$ cat src/rtl/maj_net_sequencer.sv
// maj_net_sequencer: runtime-programmable majority-of-three network evaluator.
// One shared MAJ3 unit walks the gate program one gate per cycle; gate outputs
// land in g_q and the selected output node is registered when evaluation ends.
`timescale 1ns/1ps
module maj_net_sequencer #(
   parameter int MAX_GATES = 16,
   parameter int SEL_W     = 5,
   parameter int GA_W      = 4
) (
   input  logic                      clk,
   input  logic                      rst_n,
   input  logic                      cfg_we_i,
   input  logic [GA_W-1:0]           cfg_addr_i,
   input  logic [3*(SEL_W+1)-1:0]    cfg_data_i,
   input  logic [GA_W:0]             cfg_num_i,
   input  logic [SEL_W-1:0]          cfg_out_sel_i,
   input  logic                      cfg_out_inv_i,
   output logic                      cfg_ready_o,
   input  logic                      in_valid_i,
   output logic                      in_ready_o,
   input  logic [6:0]                x_i,
   output logic                      out_valid_o,
   input  logic                      out_ready_i,
   output logic                      out_o,
   output logic                      err_o
);

   localparam int OP_W  = SEL_W + 1;
   localparam int ENT_W = 3 * OP_W;

   typedef enum logic [1:0] {
      ST_IDLE = 2'd0,
      ST_EVAL = 2'd1,
      ST_DONE = 2'd2
   } state_e;

   state_e               state_q, state_d;
   logic [ENT_W-1:0]     prog_q [MAX_GATES];
   logic [MAX_GATES-1:0] g_q, g_d;
   logic [6:0]           x_q, x_d;
   logic [GA_W:0]        num_q, num_d;
   logic [SEL_W-1:0]     osel_q, osel_d;
   logic                 oinv_q, oinv_d;
   logic [GA_W-1:0]      k_q, k_d;
   logic                 eacc_q, eacc_d;
   logic                 out_q, out_d;
   logic                 err_q, err_d;

   logic                 accept_s;
   logic                 last_s;
   logic [GA_W:0]        num_sat_s;
   logic [ENT_W-1:0]     entry_s;
   logic                 a_s, b_s, c_s, gate_s, op_err_s;

   // Value of a node: const0, an input bit, or a gate register; unmapped reads 0.
   function automatic logic node_val(input logic [SEL_W-1:0] sel,
                                     input logic [6:0] xv,
                                     input logic [MAX_GATES-1:0] gv);
      logic v;
      v = 1'b0;
      for (int i = 0; i < 7; i++) begin
         v = (int'(sel) == i + 1) ? xv[i] : v;
      end
      for (int j = 0; j < MAX_GATES; j++) begin
         v = (int'(sel) == j + 8) ? gv[j] : v;
      end
      return v;
   endfunction

   // A selector at or beyond gate node 8+lim is a forward/self or illegal reference.
   function automatic logic beyond(input logic [SEL_W-1:0] sel, input int lim);
      return (int'(sel) >= 8 + lim);
   endfunction

   assign accept_s  = in_valid_i && (state_q == ST_IDLE);
   assign num_sat_s = (cfg_num_i > (GA_W+1)'(MAX_GATES)) ? (GA_W+1)'(MAX_GATES) : cfg_num_i;
   assign last_s    = ({1'b0, k_q} == (num_q - (GA_W+1)'(1)));
   assign entry_s   = prog_q[k_q];
   assign out_o     = out_q;
   assign err_o     = err_q;

   // Gate program store: writable only while idle, intentionally not reset.
   always_ff @(posedge clk) begin
      if (cfg_we_i && (state_q == ST_IDLE)) begin
         prog_q[cfg_addr_i] <= cfg_data_i;
      end
   end

   // Shared MAJ3 unit fed by the current gate's three (possibly inverted) operands.
   always_comb begin
      a_s      = node_val(entry_s[3*OP_W-2 -: SEL_W], x_q, g_q) ^ entry_s[3*OP_W-1];
      b_s      = node_val(entry_s[2*OP_W-2 -: SEL_W], x_q, g_q) ^ entry_s[2*OP_W-1];
      c_s      = node_val(entry_s[OP_W-2 -: SEL_W], x_q, g_q) ^ entry_s[OP_W-1];
      gate_s   = (a_s & b_s) | (a_s & c_s) | (b_s & c_s);
      op_err_s = beyond(entry_s[3*OP_W-2 -: SEL_W], int'(k_q)) |
                 beyond(entry_s[2*OP_W-2 -: SEL_W], int'(k_q)) |
                 beyond(entry_s[OP_W-2 -: SEL_W], int'(k_q));
   end

   // Datapath next state: capture on accept, evaluate one gate per EVAL cycle.
   always_comb begin
      x_d    = x_q;
      num_d  = num_q;
      osel_d = osel_q;
      oinv_d = oinv_q;
      k_d    = k_q;
      g_d    = g_q;
      eacc_d = eacc_q;
      out_d  = out_q;
      err_d  = err_q;
      case (state_q)
         ST_IDLE: begin
            if (accept_s) begin
               x_d    = x_i;
               num_d  = num_sat_s;
               osel_d = cfg_out_sel_i;
               oinv_d = cfg_out_inv_i;
               k_d    = '0;
               g_d    = '0;
               eacc_d = 1'b0;
               err_d  = 1'b0;
               if (num_sat_s == '0) begin
                  // No gates: the output reads an input node directly.
                  out_d = (beyond(cfg_out_sel_i, 0) ? 1'b0
                           : node_val(cfg_out_sel_i, x_i, '0)) ^ cfg_out_inv_i;
                  err_d = beyond(cfg_out_sel_i, 0);
               end else begin
                  out_d = out_q;
               end
            end else begin
               x_d = x_q;
            end
         end
         ST_EVAL: begin
            g_d[k_q] = gate_s;
            eacc_d   = eacc_q | op_err_s;
            k_d      = k_q + GA_W'(1);
            if (last_s) begin
               // Output node may be the gate just computed, so read from g_d.
               out_d = (beyond(osel_q, int'(num_q)) ? 1'b0
                        : node_val(osel_q, x_q, g_d)) ^ oinv_q;
               err_d = eacc_q | op_err_s | beyond(osel_q, int'(num_q));
            end else begin
               out_d = out_q;
            end
         end
         ST_DONE: begin
            out_d = out_q;
         end
         default: begin
            out_d = out_q;
         end
      endcase
   end

   // FSM next-state logic.
   always_comb begin
      state_d = state_q;
      case (state_q)
         ST_IDLE: begin
            if (accept_s) begin
               state_d = (num_sat_s == '0) ? ST_DONE : ST_EVAL;
            end else begin
               state_d = ST_IDLE;
            end
         end
         ST_EVAL: begin
            if (last_s) begin
               state_d = ST_DONE;
            end else begin
               state_d = ST_EVAL;
            end
         end
         ST_DONE: begin
            if (out_ready_i) begin
               state_d = ST_IDLE;
            end else begin
               state_d = ST_DONE;
            end
         end
         default: state_d = ST_IDLE;
      endcase
   end

   // FSM output decode: handshake signals follow the state register.
   always_comb begin
      cfg_ready_o = 1'b0;
      in_ready_o  = 1'b0;
      out_valid_o = 1'b0;
      case (state_q)
         ST_IDLE: begin
            cfg_ready_o = 1'b1;
            in_ready_o  = 1'b1;
         end
         ST_DONE: out_valid_o = 1'b1;
         default: out_valid_o = 1'b0;
      endcase
   end

   // State and datapath registers; reset aborts any evaluation in flight.
   always_ff @(posedge clk or negedge rst_n) begin
      if (!rst_n) begin
         state_q <= ST_IDLE;
         x_q     <= '0;
         num_q   <= '0;
         osel_q  <= '0;
         oinv_q  <= 1'b0;
         k_q     <= '0;
         g_q     <= '0;
         eacc_q  <= 1'b0;
         out_q   <= 1'b0;
         err_q   <= 1'b0;
      end else begin
         state_q <= state_d;
         x_q     <= x_d;
         num_q   <= num_d;
         osel_q  <= osel_d;
         oinv_q  <= oinv_d;
         k_q     <= k_d;
         g_q     <= g_d;
         eacc_q  <= eacc_d;
         out_q   <= out_d;
         err_q   <= err_d;
      end
   end

endmodule

$ cat config.mk
export PLATFORM = sky130hd
export DESIGN_NAME = maj_net_sequencer
export DESIGN_NICKNAME = d
export VERILOG_FILES = /design/src/rtl/maj_net_sequencer.sv
export SDC_FILE = /design/constraint.sdc
export NUM_CORES = 1
export LEC_CHECK = 0
export ABC_CLOCK_PERIOD_IN_PS = 9300
export BUFFER_PORTS_ARGS = -buffer_cell sky130_fd_sc_hd__buf_2
export CAP_MARGIN = 20
export CORE_UTILIZATION = 55
export DETAILED_ROUTE_END_ITERATION = 8
export GPL_ROUTABILITY_DRIVEN = 0
export PLACE_DENSITY = 0.71
export RECOVER_POWER = 100
export SETUP_SLACK_MARGIN = 0.5
export SYNTH_ARGS = -nofsm -noshare
export SYNTH_HDL_FRONTEND = slang
export SYNTH_SLANG_ARGS = --single-unit
$ cat constraint.sdc
create_clock -name clk -period 9.3 [get_ports clk]
set_clock_uncertainty 0.2 [all_clocks]
set_input_delay 0.93 -clock clk [delete_from_list [all_inputs] [get_ports clk]]
set_output_delay 0.93 -clock clk [all_outputs]
set_load 0.02 [all_outputs]
==> Word-level counts from Yosys, hierarchy flattened <==
Memory sizes are Yosys's and may differ from the RTL's.
Index checks and enable logic that the tools add are counted.
W data, S select, Z words.
{ "op_classes": {"add_sub_neg": 4, "mul": 0, "div_mod_pow": 0, "magnitude_cmp": 8, "eq_ne": 121, "shift": 0, "mux": 144, "n_bitwise": 14, "reduce_logical": 10} }
{ "op_table": {"columns": ["cell", "n"], "rows": [
  ["$eq A5 B5 Y1 const B", 80],
  ["$mux W1", 129],
  ["$eq A5 B4 Y1 const B", 20],
  ["$ge A6 B32 Y1", 2],
  ["$eq A5 B3 Y1 const B", 10],
  ["$pmux W16 S2", 1],
  ["$eq A5 B2 Y1 const B", 5],
  ["$bwmux W16", 1],
  ["$mux W16", 1],
  ["$mux W2", 4],
  ["$pmux W4 S2", 1],
  ["$add A4 B5 Y6 const A", 1],
  ["$ge A5 B6 Y1", 1],
  ["$or A1 B1 Y1", 6],
  ["$pmux W1 S2", 3],
  ["$pmux W2 S3", 1],
  ["$add A4 B4 Y5 const A", 1],
  ["$eq A4 B5 Y1", 1],
  ["$ge A5 B4 Y1 const B", 1],
  ["$ge A5 B5 Y1", 1],
  ["$gt A5 B5 Y1 const B", 1],
  ["$logic_not A5 Y1", 1],
  ["$lt A4 B5 Y1 const B", 1],
  ["$mux W5", 1],
  ["17 further kinds", 27]
]} }
{ "word_totals": {"regBits": 43, "latchBits": 0, "ram_bits": 288, "rom_bits": 0, "n_memories": 1} }
{ "mem_list": {"columns": ["memory", "words", "word_bits", "rd", "rd_ports_with_merged_regs", "wr", "line_no", "text"], "rows": [
  ["prog_q", 16, 18, 1, 0, 1, "38", "logic [ENT_W-1:0] prog_q [MAX_GATES];"]
]} }

==> Logic depth before layout (Yosys ltp) <==
Gate-level depths: netlist of the first run.
An unclocked memory read counts as a cell.
{ "depth": {"ltp_word": 50, "ltp_mapped": 20, "depth_no_buf": 16} }

==> Least setup slack after synthesis of the first run <==
No wires, ideal clock.
{ "synth_timing": {"kind": "register -> register", "from": "register k_q[0]", "to": "register out_q, in the netlist out_o", "t_arrival_ns": 4.281, "t_required_ns": 8.941, "slack_ns": 4.659, "stages_incl_launch_ff": 19, "n_path_buf": 2, "cell_sequence": "dfrtp_1 -> buf_6 -> mux4_2 -> mux2i_1 -> nor2_2 -> or2_1 -> buf_4 -> inv_2 -> mux4_2 -> a211oi_1 -> a311oi_1 -> or3_1 -> a31o_1 -> maj3_2 -> o31ai_1 -> a21oi_1 -> a22oi_1 -> xor2_1 -> a31oi_1"} }
{ "synth_via": {"elab_chain_len": 50, "elab_cells_between_ends": 176, "cone_classes": "order compare (2); eq/ne (71); mux (91); bitwise (9); reduce/logical (2); memory (1)"} }
{ "synth_lines": {"columns": ["item", "line_no", "text"], "rows": [
  ["start, declared", "44", "logic [GA_W-1:0] k_q, k_d;"],
  ["start signal, assigned", "219", "k_q <= k_d;"],
  ["$mem_v2 Z16 W18", null, null],
  ["$eq A5 B2 Y1", "62", "v = (int'(sel) == i + 1) ? xv[i] : v;"],
  ["$mux W1 (7 in series)", "62", null],
  ["$mux W1 (16 in series)", "65", "v = (int'(sel) == j + 8) ? gv[j] : v;"],
  ["$xor A1 B1 Y1, on equally long branches", "91, 92, 93", null],
  ["$and A1 B1 Y1", "94", "gate_s = (a_s & b_s) | (a_s & c_s) | (b_s & c_s);"],
  ["$or A1 B1 Y1 (2 in series)", "94", null],
  ["$bwmux W16", "135", "g_d[k_q] = gate_s;"],
  ["$mux W1 (16 in series)", "65", null],
  ["$mux W1", "140", "out_d = (beyond(osel_q, int'(num_q)) ? 1'b0"],
  ["$xor A1 B1 Y1", "141", ": node_val(osel_q, x_q, g_d)) ^ oinv_q;"],
  ["$mux W1", "138", "if (last_s) begin"],
  ["$pmux W1 S2", "111", "case (state_q)"],
  ["end signal, assigned", "222", "out_q <= out_d;"],
  ["end, declared", "46", "logic out_q, out_d;"]
]} }
Parallel ways exist; a longest one is shown, timed or not. The select of a mux whose other input is x is not followed.
A chain may end at the register's enable or synchronous reset.

==> Worst setup path in the final report of the first run <==
{ "layout_timing": {"from": "register k_q[1]", "to": "register out_q, in the netlist out_o"} }
The elaborated chain is that of the path after synthesis.

==> results of run 1 <==
cell usage in the layout, fill, tap and decap left out, drive strengths merged, types with 8 or more instances in the layout:
cell | Yosys | layout
a211oi | 8 | 8
a21o | 9 | 9
a21oi | 45 | 45
a221oi | 10 | 10
a22oi | 9 | 9
a31oi | 15 | 15
and3 | 8 | 8
buf | 44 | 35
clkbuf | 21 | 85
clkinv | 1 | 15
dfrtp | 43 | 43
edfxtp | 288 | 288
ha | 24 | 24
inv | 33 | 36
mux2 | 36 | 36
mux2i | 40 | 40
mux4 | 66 | 66
nand2 | 105 | 105
nand2b | 14 | 14
nand3 | 28 | 28
nand3b | 10 | 10
nor2 | 68 | 68
nor3 | 32 | 32
o21ai | 67 | 67
o22ai | 23 | 23
or3 | 10 | 10
worst max-delay path: stages (launching register included):
cell and delay [ns]:
dfrtp_1 1.26, clkbuf_1 1.53, nand2b_1 0.45, o32ai_1 0.65
nor2_1 0.27, a221oi_1 0.36, o211ai_1 0.12, and3_1 0.20
a221oi_1 0.42, a31o_1 0.23, nand2_1 0.09, maj3_1 0.46
o31ai_1 0.35, a21oi_1 0.08, a22oi_1 0.24, xor2_1 0.17
a31oi_1 0.10
cell families (layout without fill, tap and decap cells):
| logic type | Yosys count | in the layout | synth area share |
|---|---|---|---|
| DFF | 331 | 331 | 0.590 |
| and+or+nand+nor | 317 | 317 | 0.0952 |
| AOI/OAI and AO/OA | 262 | 262 | 0.110 |
| muxes | 142 | 142 | 0.142 |
| buffers and inverters | 99 | 173 | 0.0381 |
| adders and majority gates | 25 | 25 | 0.0189 |
| xor gates and xnor gates | 10 | 10 | 0.00531 |
power by group through the flow:
stage          clock network, uW  registers, uW  logic (uW)
2_1_floorplan                  0           1810        2070
3_5_place_dp                   0           1980        2460
6_report                    1320           1960        2510
4_1_cts                     1340           1950        2480
3_3_place_gp                   0           1970        2430
5_1_grt                     1400           1970        2730
sequential cells by signal, summed over array words and instances, names as in the netlist:
name	count
eacc_q	1
err_o	1
g_q	16
k_q	4
num_q	5
oinv_q	1
osel_q	5
out_o	1
prog_q	288
state_q	2
x_q	7
per-stage QoR:
stage / utilization / setup WS (ns) / instances
finish: 0.607 / 1.94 / 1650
global route: 0.607 / 1.68 / 1650
CTS: 0.611 / 3.45 / 1648
detailed placement: 0.575 / 3.48 / 1586
global placement: 0.574 / 3.57 / 1585
floorplan: - / 4.66 / 1186
how the worst min path moves through the flow:
stage	endpoint	slack [ns]	cells after the start
after global placement	eacc_q$_DFFE_PN0P_	0.28	1
final	eacc_q$_DFFE_PN0P_	0.30	1
after global routing	eacc_q$_DFFE_PN0P_	0.31	1
after floorplan	eacc_q$_DFFE_PN0P_	0.25	1
after CTS	eacc_q$_DFFE_PN0P_	0.30	1
after detailed placement	eacc_q$_DFFE_PN0P_	0.28	1
layer usage:
metal	routed length, um	up-vias
li1	-	4804
met1	17300	5458
met2	19400	598
met3	3900	116
met4	1690	0
met5	0	-
synth_stat cells (6+ instances only):
cell / count
mux2_1: 15
clkbuf_1: 19
nand3b_1: 10
a211oi_1: 8
buf_6: 16
buf_2: 17
ha_1: 24
o21ai_0: 65
mux4_1: 11
a22oi_1: 9
a2111oi_0: 6
o22ai_1: 23
nor2b_1: 7
nor2_1: 65
nand3_1: 28
inv_1: 22
a21oi_1: 45
and3_1: 8
edfxtp_1: 288
a31oi_1: 15
or3_1: 10
mux2_2: 21
mux2i_1: 39
o31ai_1: 7
a22o_1: 6
mux4_2: 55
a21o_1: 9
xnor2_1: 7
nand4_1: 7
inv_2: 8
dfrtp_1: 43
nand2_1: 103
nor3_1: 29
nand2b_1: 14
layout make-up:
class,count,area [sq um]
Clock buffer,43,906
Sequential cell,331,9730
Timing Repair Buffer,77,358
Inverter,34,140
Multi-Input combinational cell,756,6150
Fill cell,2255,11600
Clock inverter,19,168
Tap cell,390,488
==> impl_metrics.tcl, run 1 <==
set metrics [dict create \
    outcome "finished with violations" \
    violations "capacitance limit, slew limit" \
    fmax_ghz 0.136 \
    yosys.area.top_type_share 0.525 \
    ys.flop_type "edfxtp_1" \
    drcViolationCount 0 \
    grt_pass1_wl_mm 63.9 \
    clock_latency_ns 0.54 \
    critPathLaunchType "flip-flop" \
    synth_edf_count 288 \
    drv_cap 18 \
    drv_slew 381 \
    fin_nets 1304 \
    required_ns 9.50 \
    grt_usage 0.281 \
    firstDrtPassIters 5 \
    holdCritStartpoint "eacc_q$_DFFE_PN0P_" \
    pwr-share-seq 0.338 \
    overflow 0 \
    grt_util_met2 0.437 \
    finalHoldViolations 0 \
    cts_root_buf "clkbuf_16" \
    drive_gt1_frac 0.160 \
    syn_nets 1255 \
    p_int_uw 3460 \
    period_share 0.791 \
    clk_pin_slew_ns 0.06 \
    crit_type "flip-flop to flip-flop" \
    hold_ws_ns 0.297 \
    async_reset_ff_frac 0.130 \
    rows 63 \
    initial_core_util 0.558 \
    drt_iter0_markers 1528 \
    die_h_um 175 \
    synth_warnings 0 \
    clock-sinks 331 \
    io_buffers 49 \
    cp-endpoint "out_o$_DFFE_PN0P_" \
    postLayoutCellArea_sq_um 17900 \
    synth_cell_types 90 \
    combPwrFrac 0.433 \
    grtUsageMet3 0.0494 \
    rsz0062_at_grt "no" \
    setup_viol 0 \
    syn_area_per_cell_sq_um 13.9 \
    crit_arrival_ns 7.56 \
    io_pins 50 \
    wl_per_cell_um 25.7 \
    r2r-start "k_q[1]$_DFFE_PN0P_" \
    cp_max_fo 32 \
    numCtsBuffers 35 \
    cts_hold_buf 0 \
    power.clock.fraction 0.228 \
    cts_resized 0 \
    r2r_setup_slack_ns 1.94 \
    leakage_uw 0.00603 \
    vias_per_cell 6.65 \
    powerDensity_nw_per_um2 323 \
    synthTopCellsByArea "edfxtp_1 52%, mux4_2 7.5%, dfrtp_1 6.5%" \
    startpoint "k_q[1]$_DFFE_PN0P_" \
    irDropWorstVdd_uv 183 \
    top_usage_layer "met2" \
    routed_wl_mm 42.3 \
    placed_area_sq_um 17000 \
    diodes 0 \
    chipWidth_um 175 \
    synthCells 1186 \
    grt_max_degree 49 \
    finalSetupTns_ns 0 \
    cts_tree "built" \
    maxSlewHeadroom -0.644 \
    hold_class "flip-flop to flip-flop" \
    vias 11000 \
    fin_crit_ns 7.36 \
    die_area_sq_um 30700 \
    crit_path_end_kind "flip-flop" \
    core_area_sq_um 29600 \
    power_uw 5790 \
    r2r-end "out_o$_DFFE_PN0P_" \
    max_slew.worst_pin.slew_ns 2.46 \
    cts_buffer_depth 3 \
    ys_ff_latch 331 \
    antenna_left 0 \
    ys_seq_area_frac 0.590 \
    htreeDepth 2 \
    syn2layout_area_growth_pct 8.87 \
    syn-cell-area_sq_um 16500 \
    swShare 0.402 \
    post_cts_buffers 0 \
    dpl.hpwl_mm 26.2 \
    synth_top_area_cell "edfxtp_1" \
    p_switching_uw 2330 \
    use_met1 0.394 \
    antenna_found_initial 0 \
    grt_pass1_vias 10600 \
    r2r_cells 16 \
]
(Power assumes the default switching activity.)
==> run 2: changes to the inputs <==
--- a/config.mk
+++ b/config.mk
@@ -5,7 +5,7 @@
 export SDC_FILE = /design/constraint.sdc
 export NUM_CORES = 1
 export LEC_CHECK = 0
-export ABC_CLOCK_PERIOD_IN_PS = 9300
+export ABC_CLOCK_PERIOD_IN_PS = 7070
 export BUFFER_PORTS_ARGS = -buffer_cell sky130_fd_sc_hd__buf_2
 export CAP_MARGIN = 20
 export CORE_UTILIZATION = 55
==> constraint.sdc (replaced) <==
create_clock -name clk -period 7.07 [get_ports clk]
set_clock_uncertainty 0.2 [all_clocks]
set_input_delay 0.707 -clock clk [delete_from_list [all_inputs] [get_ports clk]]
set_output_delay 0.707 -clock clk [all_outputs]
set_load 0.02 [all_outputs]
==> run 2 against run 1 <==
The flow still finishes with violations (capacitance limit, slew limit). Combinational power increased by 32%. Utilization increased by 0.49 points. Setup slack got worse by 0.98 ns. Non-clock buffer count increased by 1. First-iteration DRC count decreased by 3.8%. Register-to-register slack got worse by 0.98 ns. Sequential share of layout area decreased by 0.43 points. Critical path type unchanged.
==> impl_metrics.tcl, run 2 (synthesis results as in run 1) <==
set metrics [dict create \
    cts_resized 0 \
    dr_wl_met2_mm 19.4 \
    violations "capacitance limit, slew limit" \
    crit_type "flip-flop to flip-flop" \
    routed_wl_mm 43.0 \
    firstDrtPassIters 8 \
    r2r_cells 16 \
    outcome "finished with violations" \
    setup_viol 0 \
    io_buffers 49 \
    cts_hold_buf 0 \
    reg_top3 "prog_q (288), g_q (16), x_q (7)" \
    wl_met3_mm 3.67 \
    max_slew.worst_pin.slew_ns 2.75 \
    powerDensity_nw_per_um2 431 \
    drcViolationCount 0 \
    chipWidth_um 175 \
    antenna_left 0 \
    startpoint "k_q[2]$_DFFE_PN0P_" \
    critPathLaunchType "flip-flop" \
    numCtsBuffers 36 \
    r2r-end "out_o$_DFFE_PN0P_" \
    final_cell_mix "288 x edfxtp_1, 103 x nand2_1, 65 x o21ai_0, 58 x nor2_1, 55 x mux4_2" \
    cp_max_fo 27 \
    vias 11000 \
    hold_class "input pin to flip-flop" \
    cts_buffer_depth 3 \
    crit_path_end_kind "flip-flop" \
    fmax_ghz 0.164 \
    r2r-start "k_q[2]$_DFFE_PN0P_" \
    drive_gt1_frac 0.165 \
    core_area_sq_um 29600 \
    grt_pass1_wl_mm 65.0 \
    crit_arrival_ns 6.31 \
    grt_pass1_vias 10700 \
    fillers 2248 \
    top_register "prog_q" \
    finalSetupTns_ns 0 \
    fin_nets 1306 \
    leakage_uw 0.00610 \
    cp-endpoint "out_o$_DFFE_PN0P_" \
    post_cts_buffers 0 \
    clk_pin_slew_ns 0.05 \
    irDropWorstVdd_uv 275 \
    clock-sinks 331 \
    required_ns 7.27 \
    die_area_sq_um 30700 \
    drv_cap 18 \
    dpl.hpwl_mm 26.9 \
    cts_root_buf "clkbuf_16" \
    rows 63 \
    die_h_um 175 \
    r2r_setup_slack_ns 0.96 \
    placed_area_sq_um 17000 \
    syn2layout_area_growth_pct 9.75 \
    drt-met1-wl_mm 17.8 \
    overflow 0 \
    cts_tree "built" \
    clock_latency_ns 0.53 \
    finalHoldViolations 0 \
    antenna_found_initial 0 \
    drt_iter0_markers 1470 \
    period_share 0.864 \
    rsz0062_at_grt "no" \
    maxSlewHeadroom -0.838 \
    routed.top_layer "met4" \
    wl_per_cell_um 26.0 \
    fin_crit_ns 6.11 \
    grt_max_degree 59 \
    drv_slew 373 \
    vias_per_cell 6.67 \
    initial_core_util 0.558 \
    io_pins 50 \
    largest_reg_flops 288 \
    layout_commonest_cell "edfxtp_1" \
    htreeDepth 2 \
    grt_usage 0.286 \
    diodes 0 \
    postLayoutCellArea_sq_um 18100 \
]
## run 2: through the flow
stage | instances | hold WS (ns) | worst slack [ns] | total power (uW) | util
2_1_floorplan | 1186 | 0.211 | 2.43 | 5100 | -
3_3_place_gp | 1584 | 0.274 | 1.72 | 5810 | 0.575
3_5_place_dp | 1584 | 0.280 | 1.60 | 5850 | 0.575
4_1_cts | 1650 | 0.174 | 1.59 | 7720 | 0.615
5_1_grt | 1655 | 0.199 | 0.606 | 8170 | 0.612
6_report | 1655 | 0.192 | 0.963 | 7790 | 0.612
## run 2: layer usage
metal	vias to the layer above	track usage
met5	-	0
met4	0	0.132
met3	127	0.0511
met2	625	0.436
met1	5470	0.401
li1	4819	-
## run 2: critical path, cell delays in order, from the launching register on
cell and delay (ns):
dfrtp_1 1.34, nand2_1 0.45, o22ai_1 0.42, nor3_4 0.09
or2_0 0.42, inv_2 0.22, mux4_2 0.52, a211oi_1 0.28
a311oi_1 0.09, or3_1 0.32, a31o_1 0.26, maj3_2 0.38
o31ai_1 0.38, a21oi_1 0.07, a22oi_1 0.27, xor2_1 0.17
a31oi_1 0.09
## run 2: worst min-delay path by stage
stage                        from                  to  slack (ns)  cells past startpoint
6_report                   x_i[1]  x_q[1]$_DFFE_PN0P_        0.19                      3
5_1_grt                    x_i[1]  x_q[1]$_DFFE_PN0P_        0.20                      3
4_1_cts                     rst_n  g_q[2]$_DFFE_PN0P_        0.17                      1
3_5_place_dp   eacc_q$_DFFE_PN0P_  eacc_q$_DFFE_PN0P_        0.28                      1
3_3_place_gp   eacc_q$_DFFE_PN0P_  eacc_q$_DFFE_PN0P_        0.27                      1
2_1_floorplan               rst_n  eacc_q$_DFFE_PN0P_        0.21                      0
## run 2: power by group
group	internal [uW]	leakage [uW]	switching (uW)
Clock	1110	0.000575	758
Combinational	1330	0.00238	1990
Sequential	2250	0.00314	352
Total	4690	0.00610	3100
## run 2: cell type report
cell class | instances | area, sq um | share of cell area
clock buffer | 43 | 948 | 0.0524
clock inverter | 23 | 244 | 0.0135
inverter | 34 | 140 | 0.00775
multi-input combinational | 756 | 6150 | 0.340
sequential | 331 | 9730 | 0.538
tap | 390 | 488 | 0.0270
timing repair buffer | 78 | 383 | 0.0212
